--- src/rtl/kp_pkg.sv ---
// Shared types for the keypad event scanner: FSM states, the queued event
// record, and the 4x4 index-to-legend mapping used by the digit logic.
package kp_pkg;

  typedef enum logic [1:0] {
    SCAN,
    DEBOUNCE,
    HELD,
    RELEASE
  } kp_state_t;

  // Wide enough for the largest 8x8 keypad; smaller keypads zero-extend.
  localparam int KP_MAX_CODE_W = 6;

  typedef struct packed {
    logic                     is_repeat;
    logic [KP_MAX_CODE_W-1:0] code;
  } kp_event_t;

  function automatic logic [3:0] kp_legend(input logic [3:0] code);
    logic [3:0] nib;
    case (code)
      4'd0:    nib = 4'h1;
      4'd1:    nib = 4'h2;
      4'd2:    nib = 4'h3;
      4'd3:    nib = 4'hA;
      4'd4:    nib = 4'h4;
      4'd5:    nib = 4'h5;
      4'd6:    nib = 4'h6;
      4'd7:    nib = 4'hB;
      4'd8:    nib = 4'h7;
      4'd9:    nib = 4'h8;
      4'd10:   nib = 4'h9;
      4'd11:   nib = 4'hC;
      4'd12:   nib = 4'hE;
      4'd13:   nib = 4'h0;
      4'd14:   nib = 4'hF;
      default: nib = 4'hD;
    endcase
    return nib;
  endfunction

endpackage

--- src/rtl/kp_event_fifo.sv ---
// Small event FIFO with valid/ready drain, drop-on-full with a sticky overflow
// flag, and a registered head so the consumer sees stable data while stalled.
module kp_event_fifo #(
  parameter int DEPTH = 4,
  parameter int WIDTH = 8,
  localparam int PW   = $clog2(DEPTH),
  localparam int CW   = $clog2(DEPTH) + 1
) (
  input  logic             CLOCK_50,
  input  logic             Reset,
  input  logic             push,
  input  logic [WIDTH-1:0] push_data,
  input  logic             ready,
  output logic             valid,
  output logic [WIDTH-1:0] head_data,
  output logic [CW-1:0]    count,
  output logic             overflow
);

  logic [WIDTH-1:0] mem [DEPTH];
  logic [PW-1:0]    wr_ptr;
  logic [PW-1:0]    rd_ptr;
  logic [PW-1:0]    rd_next;
  logic             full;
  logic             do_pop;
  logic             do_push;

  // A pop frees a slot in the same cycle, so a full FIFO can still accept a push.
  assign full    = (count == CW'(DEPTH));
  assign valid   = (count != '0);
  assign do_pop  = ready && valid;
  assign do_push = push && (!full || do_pop);
  assign rd_next = rd_ptr + 1'b1;

  always_ff @(posedge CLOCK_50) begin
    if (do_push) mem[wr_ptr] <= push_data;
  end

  always_ff @(posedge CLOCK_50) begin
    if (!Reset) begin
      wr_ptr    <= '0;
      rd_ptr    <= '0;
      count     <= '0;
      head_data <= '0;
      overflow  <= 1'b0;
    end else begin
      if (do_push) wr_ptr <= wr_ptr + 1'b1;
      if (do_pop)  rd_ptr <= rd_next;

      unique case ({do_push, do_pop})
        2'b10:   count <= count + 1'b1;
        2'b01:   count <= count - 1'b1;
        default: ;
      endcase

      if (push && full && !do_pop) overflow <= 1'b1;

      // Head register: next stored entry after a pop, or the incoming event
      // when it lands in an otherwise empty FIFO.
      if (do_pop) begin
        if (count == CW'(1)) begin
          if (do_push) head_data <= push_data;
        end else begin
          head_data <= mem[rd_next];
        end
      end else if (!valid && do_push) begin
        head_data <= push_data;
      end
    end
  end

endmodule

--- src/rtl/keypad_event_scanner.sv ---
// Matrix keypad front end: column scan, press/release debounce, optional
// auto-repeat, with events queued for a valid/ready consumer.
module keypad_event_scanner
  import kp_pkg::*;
#(
  parameter int NROWS      = 4,
  parameter int NCOLS      = 4,
  parameter int SCAN_DIV   = 500,
  parameter int DEB_CYCLES = 10000,
  parameter int REPEAT_EN  = 0,
  parameter int RPT_DELAY  = 25_000_000,
  parameter int RPT_RATE   = 5_000_000,
  parameter int FIFO_DEPTH = 4,
  localparam int CODE_W    = (NROWS * NCOLS > 1) ? $clog2(NROWS * NCOLS) : 1,
  localparam int FCNT_W    = $clog2(FIFO_DEPTH) + 1
) (
  input  logic              CLOCK_50,
  input  logic              Reset,
  output logic [NCOLS-1:0]  col_n,
  input  logic [NROWS-1:0]  row_n,
  output logic [CODE_W-1:0] key_code,
  output logic              key_repeat,
  output logic              key_valid,
  input  logic              key_ready,
  output logic              key_held,
  output logic [FCNT_W-1:0] fifo_count,
  output logic              overflow
);

  localparam int RW      = (NROWS > 1) ? $clog2(NROWS) : 1;
  localparam int CW      = (NCOLS > 1) ? $clog2(NCOLS) : 1;
  localparam int DIV_W   = $clog2(SCAN_DIV + 1);
  localparam int DEB_W   = $clog2(DEB_CYCLES + 1);
  localparam int RPT_MAX = (RPT_DELAY > RPT_RATE) ? RPT_DELAY : RPT_RATE;
  localparam int RPT_W   = $clog2(RPT_MAX + 1);

  kp_state_t        state;
  logic [NROWS-1:0] rs_meta;
  logic [NROWS-1:0] rs;
  logic [CW-1:0]    col;
  logic [DIV_W-1:0] div_cnt;
  logic [DEB_W-1:0] deb_cnt;
  logic [RPT_W-1:0] rpt_cnt;
  logic [RW-1:0]    cand_r;
  logic [CW-1:0]    cand_c;
  logic             push_en;
  kp_event_t        push_ev;
  kp_event_t        head_ev;

  logic [3:0]       act_cnt;
  logic [RW-1:0]    act_row;
  logic             one_active;
  logic             cand_match;
  logic             rows_idle;
  logic             unused_head;

  function automatic logic [CW-1:0] next_col(input logic [CW-1:0] c);
    return (c == CW'(NCOLS - 1)) ? '0 : c + 1'b1;
  endfunction

  function automatic logic [KP_MAX_CODE_W-1:0] code_of(input logic [RW-1:0] r,
                                                       input logic [CW-1:0] c);
    return KP_MAX_CODE_W'(int'(r) * NCOLS + int'(c));
  endfunction

  always_ff @(posedge CLOCK_50) begin
    if (!Reset) begin
      rs_meta <= '1;
      rs      <= '1;
    end else begin
      rs_meta <= row_n;
      rs      <= rs_meta;
    end
  end

  // More than one active row in a column is a ghost/multi-key and never
  // becomes a candidate.
  always_comb begin
    act_cnt = '0;
    act_row = '0;
    for (int r = 0; r < NROWS; r++) begin
      if (!rs[r]) begin
        act_cnt = act_cnt + 4'd1;
        act_row = RW'(r);
      end
    end
  end

  assign one_active = (act_cnt == 4'd1);
  assign cand_match = (rs == ~(NROWS'(1) << cand_r));
  assign rows_idle  = &rs;
  assign col_n      = ~(NCOLS'(1) << col);

  always_ff @(posedge CLOCK_50) begin
    if (!Reset) begin
      state    <= SCAN;
      col      <= '0;
      div_cnt  <= '0;
      deb_cnt  <= '0;
      rpt_cnt  <= '0;
      cand_r   <= '0;
      cand_c   <= '0;
      push_en  <= 1'b0;
      push_ev  <= '0;
      key_held <= 1'b0;
    end else begin
      push_en <= 1'b0;
      case (state)
        SCAN: begin
          if (div_cnt == DIV_W'(SCAN_DIV - 1)) begin
            div_cnt <= '0;
            if (one_active) begin
              cand_r  <= act_row;
              cand_c  <= col;
              deb_cnt <= DEB_W'(DEB_CYCLES);
              state   <= DEBOUNCE;
            end else begin
              col <= next_col(col);
            end
          end else begin
            div_cnt <= div_cnt + 1'b1;
          end
        end

        DEBOUNCE: begin
          if (cand_match) begin
            if (deb_cnt == DEB_W'(1)) begin
              deb_cnt           <= '0;
              push_en           <= 1'b1;
              push_ev.is_repeat <= 1'b0;
              push_ev.code      <= code_of(cand_r, cand_c);
              rpt_cnt           <= RPT_W'(RPT_DELAY);
              key_held          <= 1'b1;
              state             <= HELD;
            end else begin
              deb_cnt <= deb_cnt - 1'b1;
            end
          end else begin
            col   <= next_col(col);
            state <= SCAN;
          end
        end

        // Column stays parked on the candidate while it is held, so keys in
        // other columns are invisible until the release completes.
        HELD: begin
          if (rs[cand_r]) begin
            deb_cnt <= DEB_W'(DEB_CYCLES);
            state   <= RELEASE;
          end else if (REPEAT_EN != 0) begin
            if (rpt_cnt == RPT_W'(1)) begin
              push_en           <= 1'b1;
              push_ev.is_repeat <= 1'b1;
              push_ev.code      <= code_of(cand_r, cand_c);
              rpt_cnt           <= RPT_W'(RPT_RATE);
            end else begin
              rpt_cnt <= rpt_cnt - 1'b1;
            end
          end
        end

        RELEASE: begin
          if (rows_idle) begin
            if (deb_cnt == DEB_W'(1)) begin
              deb_cnt  <= '0;
              col      <= next_col(col);
              key_held <= 1'b0;
              state    <= SCAN;
            end else begin
              deb_cnt <= deb_cnt - 1'b1;
            end
          end else if (cand_match) begin
            state <= HELD;
          end else begin
            key_held <= 1'b0;
            state    <= SCAN;
          end
        end

        default: state <= SCAN;
      endcase
    end
  end

  kp_event_fifo #(
    .DEPTH (FIFO_DEPTH),
    .WIDTH ($bits(kp_event_t))
  ) u_fifo (
    .CLOCK_50  (CLOCK_50),
    .Reset     (Reset),
    .push      (push_en),
    .push_data (push_ev),
    .ready     (key_ready),
    .valid     (key_valid),
    .head_data (head_ev),
    .count     (fifo_count),
    .overflow  (overflow)
  );

  assign key_code    = head_ev.code[CODE_W-1:0];
  assign key_repeat  = head_ev.is_repeat;
  assign unused_head = ^head_ev.code;

endmodule

--- config.mk ---
export PLATFORM = sky130hd
export DESIGN_NAME = keypad_event_scanner
export DESIGN_NICKNAME = d
export VERILOG_FILES = /design/src/rtl/kp_pkg.sv /design/src/rtl/kp_event_fifo.sv /design/src/rtl/keypad_event_scanner.sv
export SDC_FILE = /design/constraint.sdc
export NUM_CORES = 1
export LEC_CHECK = 0
export CAP_MARGIN = 20
export CORE_MARGIN = 3
export CORE_UTILIZATION = 40
export CTS_CLUSTER_SIZE = 12
export DETAILED_ROUTE_END_ITERATION = 16
export PLACE_DENSITY_LB_ADDON = 0.05
export SETUP_SLACK_MARGIN = 0.02
export SYNTH_ARGS = -nofsm -noshare
export SYNTH_HDL_FRONTEND = slang
export SYNTH_SLANG_ARGS = --single-unit
--- constraint.sdc ---
create_clock -name CLOCK_50 -period 4.1 [get_ports CLOCK_50]
set_input_delay 0.615 -clock CLOCK_50 [delete_from_list [all_inputs] [get_ports CLOCK_50]]
set_output_delay 0.615 -clock CLOCK_50 [all_outputs]
set_load 0.02 [all_outputs]
Word-level counts from Yosys, hierarchy flattened --
Memory sizes are Yosys's and may differ from the RTL's. Cells that the tools add are included.
Word-level totals: memories kept 1, bits of input ports 7, word-level logic and storage cells 129, RAM bits 24, register bits after elaboration 62, output and inout bits 15
Memory list:
- u_fifo.mem | words 4, bits a word 6, rd ports 1, clocked after memory_dff 0, wr ports 1, RTL line kp_event_fifo.sv:20 | logic [WIDTH-1:0] mem [DEPTH];
Operators by class: add/subtract/negate cells 11, muxes and demuxes 47, shifts and indexed selects 2, order comparisons 1, equality and inequality tests 25, bitwise gates (word level) 2, reductions and logical operators 24
Operators by type and width (count):
- 2-to-1 mux 14 bit | 6
- case mux 14 bit (4 select lines) | 1
- 2-to-1 mux 2 bit | 16
- 2-to-1 mux 7 bit | 4
- != test 2 bit, second input constant | 9
- AND reduction 5 bit | 3
- == test 14 x 1 -> 1 bit, second input constant | 1
- subtractor 14 x 1 -> 14 bit, second input constant | 1
- adder 4 x 1 -> 4 bit, second input constant | 3
- 2-to-1 mux 4 bit | 3
- != test 3 bit, second input constant | 4
- 2-to-1 mux 1 bit | 11
- adder 9 x 1 -> 9 bit, second input constant | 1
- == test 9 bit, second input constant | 1
- 2-to-1 mux 9 bit | 1
- AND reduction 3 bit | 3
- == test 2 bit, second input constant | 4
- inverter 4 bit | 2
- case mux 2 bit (4 select lines) | 1
- left shift 1 x 2 -> 4 bit, first input constant | 2
- adder 2 x 1 -> 2 bit, second input constant | 3
- case mux 2 bit (3 select lines) | 1
- case mux 3 bit (2 select lines) | 1
- AND reduction 6 bit | 1
- 19 further kinds | 29

Depth between registers and ports, before layout --
word-level depth 11, depth in mapped cells 12

By module --
From an unflattened synthesis, not the netlist that was laid out.
Second synthesis, totals: cell total of the unflattened synthesis 427, area, all modules 4411.7 µm²
By module, submodules not included:
- keypad_event_scanner | seq. area each 900.9 µm², times used 1, cells each 296, area an instance 2509.9 µm²
- kp_event_fifo | seq. area each 1141.1 µm², times used 1, cells each 131, area an instance 1901.8 µm²

Least setup slack after synthesis --
OpenSTA, ideal clock, no wires.
kind register -> register, start register rs[0], end register deb_cnt[7], library setup time 0.126 ns, required time 3.974 ns, stages on the path, launching flop included 12, data arrival time 2.665 ns, period minus slack after synthesis 2.790 ns, buffers on the path 1, slack 1.310 ns, cells stage by stage dfxtp_1 inv_1 ha_1 xnor2_1 ha_1 or4b_1 a2bb2oi_1 a21oi_1 nand3_1 buf_2 o211ai_1 o41ai_1
Between the ends: longest elaborated chain between the ends 10
Ends and longest elaborated chain:
- from (decl) | RTL line keypad_event_scanner.sv:39 | logic [NROWS-1:0] rs;
- from (signal assigned) | RTL line keypad_event_scanner.sv:72 | rs <= rs_meta;
- 2-to-1 mux 1 bit | RTL line keypad_event_scanner.sv:82 | if (!rs[r]) begin
- adder 4 x 1 -> 4 bit | RTL line keypad_event_scanner.sv:83 | act_cnt = act_cnt + 4'd1;
- 2-to-1 mux 4 bit | RTL line keypad_event_scanner.sv:82
- adder 4 x 1 -> 4 bit | RTL line keypad_event_scanner.sv:83
- 2-to-1 mux 4 bit | RTL line keypad_event_scanner.sv:82
- adder 4 x 1 -> 4 bit | RTL line keypad_event_scanner.sv:83
- 2-to-1 mux 4 bit | RTL line keypad_event_scanner.sv:82
- == test 4 x 1 -> 1 bit | RTL line keypad_event_scanner.sv:89 | assign one_active = (act_cnt == 4'd1);
- != test 2 bit (no source line)
- AND reduction 5 bit (no source line) *
- to (signal assigned) | RTL line keypad_event_scanner.sv:115 | deb_cnt <= DEB_W'(DEB_CYCLES);
- to (signal assigned) | RTL line keypad_event_scanner.sv:136 | deb_cnt <= deb_cnt - 1'b1;
- to (signal assigned) | RTL line keypad_event_scanner.sv:148 | deb_cnt <= DEB_W'(DEB_CYCLES);
- to (decl) | RTL line keypad_event_scanner.sv:42 | logic [DEB_W-1:0] deb_cnt;
Mark *: on every way between the ends. The rest lies on a longest branch, timed or not. The select of a mux whose other input is x is not followed. A chain may end at the register's enable or synchronous reset.

Worst setup path after layout --
start register rs[0], end register deb_cnt[11]
Same word-level chain as after synthesis.

==> results.md <==
* CP peak stage delay at between 500 and 600 ps
* Most common cell after layout, fill and taps aside: dfxtp_1
* Synthesis-stage register bit count at 73
* Crit Reg-Reg Endpoint: deb_cnt[11]
* Vias in the first global route at 2470
* Slew Viols, Final at 0
* Die X at 101 microns
* DPL Wire Length at 5280 microns
* Cell variety after synth at 51
* CP Buf/Inv Count at 1
* Vias/cell at 5.34
* Die height at 101 microns
* Fmax at 307 MHz
* Post-synthesis cell area at 3590 sq um
* Hold Slack at 413 ps
* # diodes at 0
* Final Hold Viols at 0
* Num CTS Buffers at 9
* Die area at 10200 sq um
* Skew-Pair Late Insertion Delay at 350 ps
* Layout Skew at 12.1 ps
* Worst hold path type: register to register
* 1st-pass router iterations at 5
* Gr ovfl total at 0
* Vias at between 2000 and 3000
* Layout cells sized above 1 at 7.75%
* Final ANT Viol Nets at 0
* Min-delay src: rs_meta[2]
* Avg WL per Cell at 14.7 microns
* Mean Syn Cell Area at 9.48 sq um
* Flop2flop setup slack at 850 ps
* First-pass GRT wire length at 12500 microns
* Max_cap viols at 0
* Synth warnings at 0
* # hold bufs at CTS at 0
* Synth-to-layout area growth at 13.7%
* Setup Viol. Count Final at 0
* Final core occ at between 40% and 50%
* Max clock buf depth at 2
* First DRT Iteration DRCs at 151
* Routability-driven placement congestion ratio at 0.836
* Routed wire length at approximately 7400 microns
* Final net count at 421
* Sequential fraction of the synthesis area at 45.1%
* Power per cell area at slightly below 400 nW/um^2
* Min Clock Period, post-route at 3250 ps
* Peak VDD IR at around 0.16 mV
* Outcome: complete, no violations
* Clock transition at path regs at 80 ps
* Crit. End Element: register
* # fillers at between 800 and 900
* Leak at 0.00159 uW
* Worst path most repeated cell: ha_1
* Largest net degree at the start of global routing at 27
* Crit Path Max Fanout at 17
* Clk sinks at 73
* Antenna violations before repair at 0
* Period utilization at 79.4%
* GRT Total Usage at around 16%
* CTS tree: built
* Critical Path Start Type: register
* IO Count at 22
* Critical-path top delay cell: nand3_1
* Slew margin rel. at 49.6%
* Worst Max-Slew Pin Slew at between 700 and 800 ps
* Commonest non-fill, non-tap cells in the layout: 57 x dfxtp_1, 39 x nor2_1, 27 x nand2_1, 21 x a21oi_1
* WHS Path Cells at 1
* Number of port buffers at 20
* R2R depth at 10
* Hold EP: rs[2]
* Rows at 33
* Setup CP Type: register to register
* Async set or reset register ratio after synthesis at 0%
* CP arrival at 3470 ps
* RSZ-0062 raised after global routing: false
* Mapped Cells at 379
* Initial Util at 42.5%
* CTS root buf: clkbuf_8
* CTS resizes at 0
* Post-synth EDFFs at 16
* Post-Syn Nets at around 410
* Core box area at 8460 sq um
* Ys flop type: dfxtp_1
* Post-CTS Setup Bufs at 0
* DRC at 0
* Required time of the critical path at between 4000 and 5000 ps
* Delay-heaviest family, CP: simple AND/OR/NAND/NOR gates
* Cell Chain, Critical Path: inv_1 -> ha_1 -> xnor2_1 -> ha_1 -> or4b_1 -> a2bb2oi_1 -> a21oi_1 -> nand3_1 -> o211ai_1 -> o21ai_0
* Setup tns final at 0 ps
* H-tree depth at 3
* RR Startpoint: rs[0]
[flip-flops by register name, summed over array words and instances, names as in the netlist, 3 cells and up]
signal and count:
u_fifo.head_data 4, u_fifo.mem 16, u_fifo.count 3, rs 4
push_ev 4, deb_cnt 14, rs_meta 4, div_cnt 9
[worst max path at each step]
stage	from	endpoint	depth (start not counted)	slack, ps
floorplan	rs[0]	deb_cnt[7]	11	1310
global placement	rs[0]	deb_cnt[7]	10	930
detailed placement	rs[0]	deb_cnt[3]	10	870
CTS	rs[0]	deb_cnt[11]	10	860
global route	rs[0]	deb_cnt[8]	10	520
finish	rs[0]	deb_cnt[11]	10	850
[Yosys cell counts, types with 7 or more instances]
| library cell | n | area share (%) |
|---|---|---|
| a211oi_1 | 7 | 1.5 |
| a21oi_1 | 21 | 2.9 |
| and3_1 | 8 | 1.4 |
| clkbuf_1 | 10 | 1.0 |
| dfxtp_1 | 57 | 32 |
| edfxtp_1 | 16 | 13 |
| ha_1 | 19 | 6.6 |
| inv_1 | 18 | 1.9 |
| mux2i_1 | 11 | 3.1 |
| nand2_1 | 27 | 2.8 |
| nand2b_1 | 16 | 2.8 |
| nand3_1 | 13 | 1.8 |
| nor2_1 | 39 | 4.1 |
| o211ai_1 | 8 | 1.7 |
| o21ai_0 | 20 | 2.8 |
| xnor2_1 | 7 | 1.7 |
| xor2_1 | 8 | 1.9 |
[stage by stage]
step / setup slack, ps / power [uW] / cell area [sq um] / instances
after CTS: 858 / 1630 / 4090 / 505
after global routing: 523 / 1680 / 4090 / 505
after detailed placement: 870 / 982 / 3860 / 489
after global placement: 927 / 979 / 3860 / 489
final: 846 / 1600 / 4090 / 505
after floorplan: 1310 / 914 / 3590 / 379
[power by group]
group          leakage, uW  switching (uW)  internal [uW]  total, uW
Sequential        0.000610            20.8            752        773
Combinational     0.000871             101           88.5        189
Clock             0.000111             286            348        634
[metal layers]
| metal | global-route usage, % | routed length [microns] | vias up |
|---|---|---|---|
| li1 | - | - | 1379 |
| met1 | 23.7 | 4050 | 1277 |
| met2 | 21.5 | 3070 | 34 |
| met3 | 2.84 | 226 | 8 |
| met4 | 5.91 | 92 | 0 |
| met5 | 0 | 0 | - |
[cells by family (layout without fill, tap and decap cells)]
kind of cell               count (synthesis)  in the layout  synth area share (%)
and+or+nand+nor                          141            141                  20.7
AOI/OAI and AO/OA                         79             79                  13.5
DFF                                       73             73                  45.1
buffers and inverters                     35             56                  4.04
adders and majority gates                 19             19                  6.61
muxes                                     16             16                  6.20
xor gates and xnor gates                  15             15                  3.65
other                                      1              1                 0.104
[layout make-up]
class / instances / area, sq um / share of cell area, %
clock buffers: 9 / 124 / 3.03
clock inverters: 7 / 98.8 / 2.42
inverters: 18 / 67.6 / 1.65
multi-input cells: 271 / 1830 / 44.7
flip-flops and latches: 73 / 1620 / 39.7
well taps: 105 / 131 / 3.21
repair buffers: 22 / 215 / 5.27
(Power assumes the default switching activity.)
==> edit: new RTL, same settings <==
`REPEAT_EN`: 0 -> 1.
--- a/src/rtl/keypad_event_scanner.sv
+++ b/src/rtl/keypad_event_scanner.sv
@@ -7,7 +7,7 @@
   parameter int NCOLS      = 4,
   parameter int SCAN_DIV   = 500,
   parameter int DEB_CYCLES = 10000,
-  parameter int REPEAT_EN  = 0,
+  parameter int REPEAT_EN  = 1,
   parameter int RPT_DELAY  = 25_000_000,
   parameter int RPT_RATE   = 5_000_000,
   parameter int FIFO_DEPTH = 4,
Check against the original RTL: same outputs for any inputs over 10 cycles, from zero or initial values and one cycle with Reset low; that may be too few to reach the edited logic, so the function may still have changed.
==> edit against the unedited design <==
- worst hold slack gained 0.66 ps
- wire length grew 59%
- final area grew 47%
- clock power up 39%
- worst setup slack worse by 100 ps
- via count grew 56%
- area after synthesis is 49% higher
- synthesized cell count grew 53%
- sequential cell count grew 31
- count of clock-buffer cells in the layout did not move
- power increased by 35%
- final cell count is 52% higher
- critical path type unchanged
- largest cell class unchanged
- highest routed layer unchanged
==> edit: results (changes against the unedited design) <==
metric	value	unit	change
HP Start	rs_meta[3]		was rs_meta[2]
clock skew	7.09	ps	was 12.1 ps
Post-Route M1 WL	6.04	mm	was 4.05 mm
Leak	2.33	nW	was 1.59 nW
critical path's slowest cell	or2_1		was nand3_1
reg-to-reg slack, setup	740	ps	was 850 ps
RePlAce Congestion	0.797		was 0.836
clk slew on worst S/H paths	70	ps	
First-pass DRT Iterations	4		was 5
# nets final	626		was 421
# diodes	0		unchanged
top flop regs	rpt_cnt (25), u_fifo.mem (20), deb_cnt (14)		was u_fifo.mem (16), deb_cnt (14), div_cnt (9)
Post-synth EDFFs	20		was 16
first-pass GRT wire length	19.9	mm	was 12.5 mm
Hold Path Sink	rs[3]		was rs[2]
routed len/inst	15.4	um	was 14.7 um
Max Used Layer	met4		unchanged
Critical Path AT	3620	ps	was 3470 ps
share of layout cells above drive strength 1	7.02	%	was 7.75%
Inserted Clock Buffers	9		unchanged
Worst R2R Path Depth	9		was 10
hold path depth	1		unchanged
metal3 WL	325	um	was 226 um
vias in the first global route	3936		was 2470
filler instances	1263		was 801
overall routing resource usage	16.8	%	was 15.5%
commonest cells in the netlist	dfxtp_1 (84), nor2_1 (69), nand2_1 (39), a21oi_1 (34), inv_1 (30)		was dfxtp_1 (57), nor2_1 (39), nand2_1 (27), a21oi_1 (21), o21ai_0 (20)
Seq/Total Area, Yosys	42.5	%	was 45.1%
yosys warns	0		unchanged
count of cell types in the netlist	64		was 51
IO buf count	21		was 20
vias per cell	5.46		was 5.34
CTS resizes	0		unchanged
Max-Slew Margin vs Limit	44.4	%	was 49.6%
Met2 Wirelength	5.30	mm	was 3.07 mm
synth top area cells	dfxtp_1 (31%), edfxtp_1 (11%), ha_1 (6.1%)		was dfxtp_1 (32%), edfxtp_1 (13%), ha_1 (6.6%)
Worst VDD drop	0.000181	V	was 0.000164 V
CTS root buffer	clkbuf_16		was clkbuf_8
Worst Path Max Fanout	12		was 17
status	finished clean		unchanged
largest net degree at the start of global routing	43		was 27
syn_nets	612		was 405
initial DRC count	259		was 151
Crit Reg-Reg Endpoint	deb_cnt[11]		unchanged
DP Wirelength	8.33	mm	was 5.28 mm
==> edit: changes by cell type after synthesis, moves of 8 or more <==
| cell | unedited run | this run |
|---|---|---|
| o21ai_1 | 6 | 14 |
| nor2_1 | 39 | 69 |
| inv_1 | 18 | 30 |
| dfxtp_1 | 57 | 84 |
| xor2_1 | 8 | 18 |
| nand3_1 | 13 | 23 |
| a21oi_1 | 21 | 34 |
| nor3_1 | 6 | 15 |
| nand2_1 | 27 | 39 |
==> edit: how the worst max path moves through the flow <==
stage	from	to	slack, ps	depth (start not counted)
CTS	rs[0]	deb_cnt[11]	740	9
floorplan	rs[0]	cand_c[0]	1470	10
global placement	rs[0]	deb_cnt[11]	930	10
global route	rs[1]	deb_cnt[11]	480	10
finish	rs[0]	deb_cnt[11]	740	9
detailed placement	rs[0]	deb_cnt[11]	760	9
==> edit: logic make-up (layout without fill, tap and decap cells) <==
group	Yosys count	after routing	share of synthesized area, %
AND/OR/NAND/NOR	220	220	20.8
AO/OA/AOI/OAI	127	127	16.6
flip-flops	104	104	42.5
buffers and inverters	53	72	4.10
adder cells (fa/ha/maj)	26	26	6.06
multiplexers	25	25	6.08
XOR/XNOR	24	24	3.92
==> edit: through the flow <==
step	cell area, sq um	setup WS (ps)	utilization (%)	std cells	hold slack (ps)
after global routing	6030	477	46.8	770	422
final	6030	743	46.8	770	413
after global placement	5720	935	44.4	754	396
after detailed placement	5720	763	44.4	754	401
after CTS	6030	739	46.8	770	416
after floorplan	5370	1470	-	579	386
==> edit: layer usage <==
layer  global-route usage (%)  up-vias
li1                         -     2131
met1                     24.0     2004
met2                     25.2       58
met3                     2.79       12
met4                     6.72        0
met5                        0        -
==> edit: report_power, final <==
group	leakage [nW]	switching [mW]	internal [mW]	total, mW
Clock	0.152	0.400	0.481	0.881
Combinational	1.31	0.104	0.0857	0.190
Sequential	0.860	0.0233	1.06	1.08
==> edit: worst reg2reg max path, stage by stage (launching register included) <==
cell and delay, ps:
dfxtp_1 450, inv_1 70, ha_1 350, xnor2_1 250, ha_1 280, o21a_1 220, o41ai_2 340, nand4_1 470
or2_1 530, o41ai_2 310
==> edit: final cells by class <==
cell class / count / area share, %
timing repair buffer: 26 / 4.11
inverter: 30 / 1.87
sequential: 104 / 37.9
multi-input combinational: 422 / 47.5
tap: 172 / 3.57
clock buffer: 9 / 3.74
clock inverter: 7 / 1.29
